==> src/rtl/header_loader.sv <==
// Job intake for the hashing controller: loads header/target words,
// owns the nonce and sequences begin_hash/quit_hash with job status.
module header_loader #(
  parameter logic [31:0] MAX_NONCE = 32'hFFFF_FFFF
) (
  input  logic         clk,
  input  logic         n_rst,
  input  logic         wr_valid,
  input  logic [31:0]  wr_data,
  output logic         wr_ready,
  input  logic         job_abort,
  input  logic         job_clear,
  input  logic         job_resume,
  input  logic         increment,
  input  logic         hash_done,
  input  logic         valid_hash_flag,
  output logic         begin_hash,
  output logic         quit_hash,
  output logic [511:0] msg_block1,
  output logic [127:0] blk2_tail,
  output logic [255:0] target,
  output logic [31:0]  nonce,
  output logic [31:0]  found_nonce,
  output logic         job_found,
  output logic         job_exhausted,
  output logic         busy
);

  typedef enum logic [2:0] {
    LOAD, START, RUN, FOUND, EXH, QUIT
  } state_t;

  state_t      state, state_n;
  logic [4:0]  idx, idx_n;
  logic [31:0] nonce_n, found_n;
  logic        exh_first;
  logic        accept;
  logic [2:0]  tidx;
  logic [31:0] hdr [19];
  logic [31:0] tgt [8];

  assign accept = (state == LOAD) && wr_valid && !job_abort;
  // target words live at idx 20..27; low bits minus 4 gives 0..7
  assign tidx   = idx[2:0] - 3'd4;

  always_comb begin
    state_n = state;
    idx_n   = idx;
    nonce_n = nonce;
    found_n = found_nonce;
    if (job_abort) begin
      // a second abort in QUIT must not stretch the quit pulse
      state_n = (state == QUIT) ? LOAD : QUIT;
      idx_n   = '0;
    end else begin
      case (state)
        LOAD: begin
          if (wr_valid) begin
            if (idx == 5'd19) nonce_n = wr_data;
            if (idx == 5'd27) begin
              state_n = START;
              idx_n   = '0;
            end else begin
              idx_n = idx + 5'd1;
            end
          end
        end
        START: state_n = RUN;
        RUN: begin
          if (hash_done && valid_hash_flag) begin
            found_n = nonce;
            state_n = FOUND;
          end else if (increment) begin
            if (nonce != MAX_NONCE) nonce_n = nonce + 32'd1;
            else state_n = EXH;
          end
        end
        FOUND: begin
          if (job_resume) begin
            if (nonce != MAX_NONCE) begin
              nonce_n = nonce + 32'd1;
              state_n = START;
            end else begin
              state_n = EXH;
            end
          end else if (job_clear) begin
            state_n = QUIT;
          end
        end
        EXH: if (job_clear) state_n = QUIT;
        QUIT: begin
          state_n = LOAD;
          idx_n   = '0;
        end
        default: state_n = LOAD;
      endcase
    end
  end

  always_ff @(posedge clk or negedge n_rst) begin
    if (!n_rst) begin
      state       <= LOAD;
      idx         <= '0;
      nonce       <= '0;
      found_nonce <= '0;
      exh_first   <= 1'b0;
    end else begin
      state       <= state_n;
      idx         <= idx_n;
      nonce       <= nonce_n;
      found_nonce <= found_n;
      exh_first   <= (state_n == EXH) && (state != EXH);
    end
  end

  always_ff @(posedge clk or negedge n_rst) begin
    if (!n_rst) begin
      for (int i = 0; i < 19; i++) hdr[i] <= '0;
      for (int i = 0; i < 8; i++)  tgt[i] <= '0;
    end else if (accept) begin
      if (idx < 5'd19)       hdr[idx]  <= wr_data;
      else if (idx >= 5'd20) tgt[tidx] <= wr_data;
    end
  end

  always_comb begin
    msg_block1 = '0;
    target     = '0;
    for (int i = 0; i < 16; i++)
      msg_block1[511-32*i -: 32] = hdr[i];
    for (int i = 0; i < 8; i++)
      target[255-32*i -: 32] = tgt[i];
  end

  assign blk2_tail     = {hdr[16], hdr[17], hdr[18], nonce};
  assign wr_ready      = (state == LOAD);
  assign begin_hash    = (state == START);
  assign quit_hash     = (state == QUIT) || (state == EXH && exh_first);
  assign job_found     = (state == FOUND);
  assign job_exhausted = (state == EXH);
  assign busy          = (state == START) || (state == RUN);

endmodule

==> config.mk <==
export PLATFORM = sky130hd
export DESIGN_NAME = header_loader
export DESIGN_NICKNAME = d
export VERILOG_FILES = /design/src/rtl/header_loader.sv
export SDC_FILE = /design/constraint.sdc
export NUM_CORES = 1
export LEC_CHECK = 0
export BUFFER_PORTS_ARGS = -buffer_cell sky130_fd_sc_hd__clkbuf_2
export CORE_AREA = 2 2 393 395
export CTS_BUF_LIST = sky130_fd_sc_hd__clkbuf_4
export CTS_CLUSTER_SIZE = 30
export DETAILED_ROUTE_END_ITERATION = 16
export DIE_AREA = 0 0 395 397
export PLACE_DENSITY_LB_ADDON = 0.2
export SLEW_MARGIN = 20
export SYNTH_ARGS = -nofsm -noshare
export SYNTH_HDL_FRONTEND = slang
export SYNTH_SLANG_ARGS = --single-unit
==> constraint.sdc <==
create_clock -name clk -period 3.9 [get_ports clk]
set_input_delay 0 -clock clk [delete_from_list [all_inputs] [get_ports clk]]
set_output_delay 0 -clock clk [all_outputs]
set_load 0.02 [all_outputs]
==> impl_metrics.csv <==
group,metric,value,unit
outcome,status,"completed",
floorplanning,initial_core_util,23.90,%
sta,slew_headroom,27.77,%
yosys,postSynthAreaPerCell,15.24,um2
place,gp_congestion,0.7604,
yosys,synthArstFlopShare,100.0,%
floorplanning,floorplan.rows,144,
finish,nNetsFinal,3657,
yosys,syn_nets,2444,
sta,fin_setup_tns,0,ps
routing,first_iter_violations,1248,
yosys,syn_inst,2398,
yosys,ys.flop_type,"dfrtp_1",
yosys,synthTopCellsByArea,"dfrtp_1, mux2_2, clkbuf_1",
yosys,synth_xor_area_share,0.07188,%
critical_path,critPathArrivalTime,4830,ps
power,peakVddDrop,0.2578,mV
cts,htreeDepth,5,
critical_path,crit_type,"reg -> reg",
sta,rsz0062_at_grt,"no",
sta,post-route-period-util,95.03,%
place,dp_hpwl,105900,um
floorplanning,coreArea,0.1530,mm2
yosys,synth_edf_count,0,
cts,cts_setup_buffers,0,
yosys,synth_area,0.03656,mm2
yosys,ys_ff_latch,937,
global_routing,grt_pass1_vias,26500,
sta,setup_viol,0,
sta,max_freq,0.2698,GHz
finish,drive_above_1_share,64.32,%
yosys,synth_top_family_by_area,"multiplexers",
cts,insertion_delay,1250,ps
power,cellLeakagePower,0.02612,uW
sta,min_period,3706,ps
routing,viasPerCell,4.425,
run,max_cap_violations,0,
yosys,synth_compound_area_share,2.430,%
cts,cts_buffers,292,
routing,vias,25680,
cts,cts-root-buf,"clkbuf_4",
routing,routedWlPerCell,26.77,um
critical_path,cp.required,5030,ps
floorplanning,die_area,0.1568,mm2
yosys,ys_types,53,
yosys,synthMuxAreaShare,27.48,%
critical_path,critPathLaunchType,"flop",
yosys,yosys.area.top_type_share,64.14,%
global_routing,top_usage_layer,"met2",
global_routing,track_usage,19.40,%
sta,worstMarginPinSlew,1084,ps
yosys,yosys.area.top_type,"dfrtp_1",
floorplanning,die_h,397,um
power,total_power,24290,uW
global_routing,gr-usage-met2,33.05,%
sta,fin_skew,94.13,ps
critical_path,worstPathMaxFanout,10,
sta,final_hold_viol_count,0,
floorplanning,io_pins,1007,
global_routing,grt_max_degree,101,
yosys,synthAdderAreaFrac,0.1711,%
cts,cts_tree,"built",
routing,drc_errors,0,
critical_path,endpoint_kind,"flop",
cts,clkSinkCount,937,
global_routing,overflow,0,
cts,cts.reportedPaths.clkPinSlew,70,ps
floorplanning,die_width,395,um
routing,ant_nets,0,
yosys,seq_area_frac_synth,64.14,%
global_routing,grt_pass1_wl,214400,um
global_routing,grt_util_met3,6.111,%
place,portBuffers,1006,
yosys,yosys.area_share.simple,2.605,%
routing,drt_pass1_iterations,4,
hold_path,hold_class,"in -> reg",
global_routing,grt_antenna_before_repair,22,
power,power.density,507.2,mW/mm2
finish,area_growth,31.02,%
yosys,yosys_warnings,0,
cts,clk_path_buf_depth,4,
routing,drt-total-wl,155300,um
global_routing,grt_util_met1,23.46,%
sta,slew_violations,0,
==> layer usage <==
| metal | vias to the layer above | wire length, um |
|---|---|---|
| li1 | 11020 | - |
| met1 | 13500 | 63990 |
| met2 | 950 | 77960 |
| met3 | 193 | 10280 |
| met4 | 8 | 3059 |
| met5 | - | 39 |
==> stage by stage <==
step	util, %	setup WS, ps	std cells	instance area, um2	hold WS, ps
6_report	31.31	193.9	5803	47890	163.1
5_1_grt	31.30	5.512	5796	47880	45.33
4_1_cts	31.29	132.9	5788	47860	30.20
3_5_place_dp	28.74	854.9	5291	43970	167.7
3_3_place_gp	28.74	944.5	5291	43970	156.2
2_1_floorplan	-	1637	2398	36560	-295.6
==> sequential cells by signal, indices dropped and copies added, names as in the netlist <==
register	count
state	3
blk2_tail	96
exh_first	1
msg_block1	512
target	256
nonce	32
idx	5
found_nonce	32
==> logic make-up (layout without fill, tap and decap cells) <==
kind of cell,after synthesis,count (layout)
DFF,937,937
and+or+nand+nor,177,177
other,0,15
xor gates and xnor gates,3,3
muxes,892,892
AOI/OAI and AO/OA,133,133
adders and majority gates,5,5
buffers and inverters,251,1597
==> cell usage after synthesis, types with 3 or more instances <==
library cell and count:
mux2_2 876, nand3_1 20, buf_1 77, nand2b_1 4, nor2b_1 3, buf_2 16, mux2_1 16, a31oi_1 23
buf_4 46, nand4_1 17, a2bb2oi_1 11, o31ai_1 7, o22a_1 7, and3_1 5, nor3_1 14, inv_1 12
o21ai_0 31, o22ai_1 12, nor3_2 5, a41oi_1 3, ha_1 5, nand2_1 58, dfrtp_1 937, a21oi_1 19
and4_1 4, clkbuf_1 100, a211oi_1 7, and2_1 5, nor2_1 28
==> final cells by class <==
cell class	count	area, um2
fillers	15790	105100
flip-flops and latches	937	23450
multi-input cells	1210	12080
repair buffers	1158	6554
clock buffers	392	2943
well taps	2044	2557
clock inverters	35	229.0
inverters	12	45.04
diodes	15	37.54
==> report_power, final <==
part / internal, uW / switching [uW]
Combinational: 1260 / 2810
Clock: 4750 / 4270
Sequential: 10300 / 872
==> layout by cell type (no fill, tap or decap), types with 5 or more instances in the layout <==
master / synthesis / final
ha_1: 5 / 5
dlygate4sd3_1: 0 / 69
buf_4: 46 / 68
nor2_1: 28 / 27
clkbuf_2: 0 / 1005
mux2_2: 876 / 876
diode_2: 0 / 15
dfrtp_1: 937 / 937
nand3_2: 2 / 6
o22a_1: 7 / 7
a31oi_1: 23 / 23
o22ai_1: 12 / 12
clkinv_1: 0 / 24
a211oi_1: 7 / 7
mux2_1: 16 / 16
nand4_1: 17 / 17
a21oi_1: 19 / 19
and2_1: 5 / 5
and3_1: 5 / 5
inv_1: 12 / 12
clkbuf_4: 0 / 392
o21ai_0: 31 / 31
o31ai_1: 7 / 7
nand2_2: 0 / 16
nor3_4: 1 / 5
nor3_1: 14 / 13
buf_12: 0 / 14
nand2_1: 58 / 41
nand3_1: 20 / 16
a2bb2oi_1: 11 / 11
==> critical path: stages (launching register included) <==
cell           delay [ps]
dfrtp_1               610
nand4_2               300
nor4_4                590
nand3_1               350
a221oi_1              440
dlygate4sd3_1         590
and4bb_1              190
dlygate4sd3_1         550
==> path summary, 6_finish.rpt <==
path / from / end / slack [ps] / cells past startpoint
max: nonce[8] / exh_first / 190 / 7
min: wr_data[15] / msg_block1[15] / 160 / 3
max reg2reg: nonce[8] / exh_first / 190 / 7
min reg2reg: found_nonce[22] / found_nonce[22] / 480 / 2
max in group asynchronous: n_rst / msg_block1[349] / 2020 / 7
min in group asynchronous: n_rst / msg_block1[403] / 690 / 5
==> repair_timing <==
action / in CTS / in global routing
endpoints found under the hold margin: 1852 / 0
endpoints found under the setup margin: 0 / 1
gates resized for setup: 0 / 0
hold buffers: 70 / 0
Power figures use the tool's default switching activity.
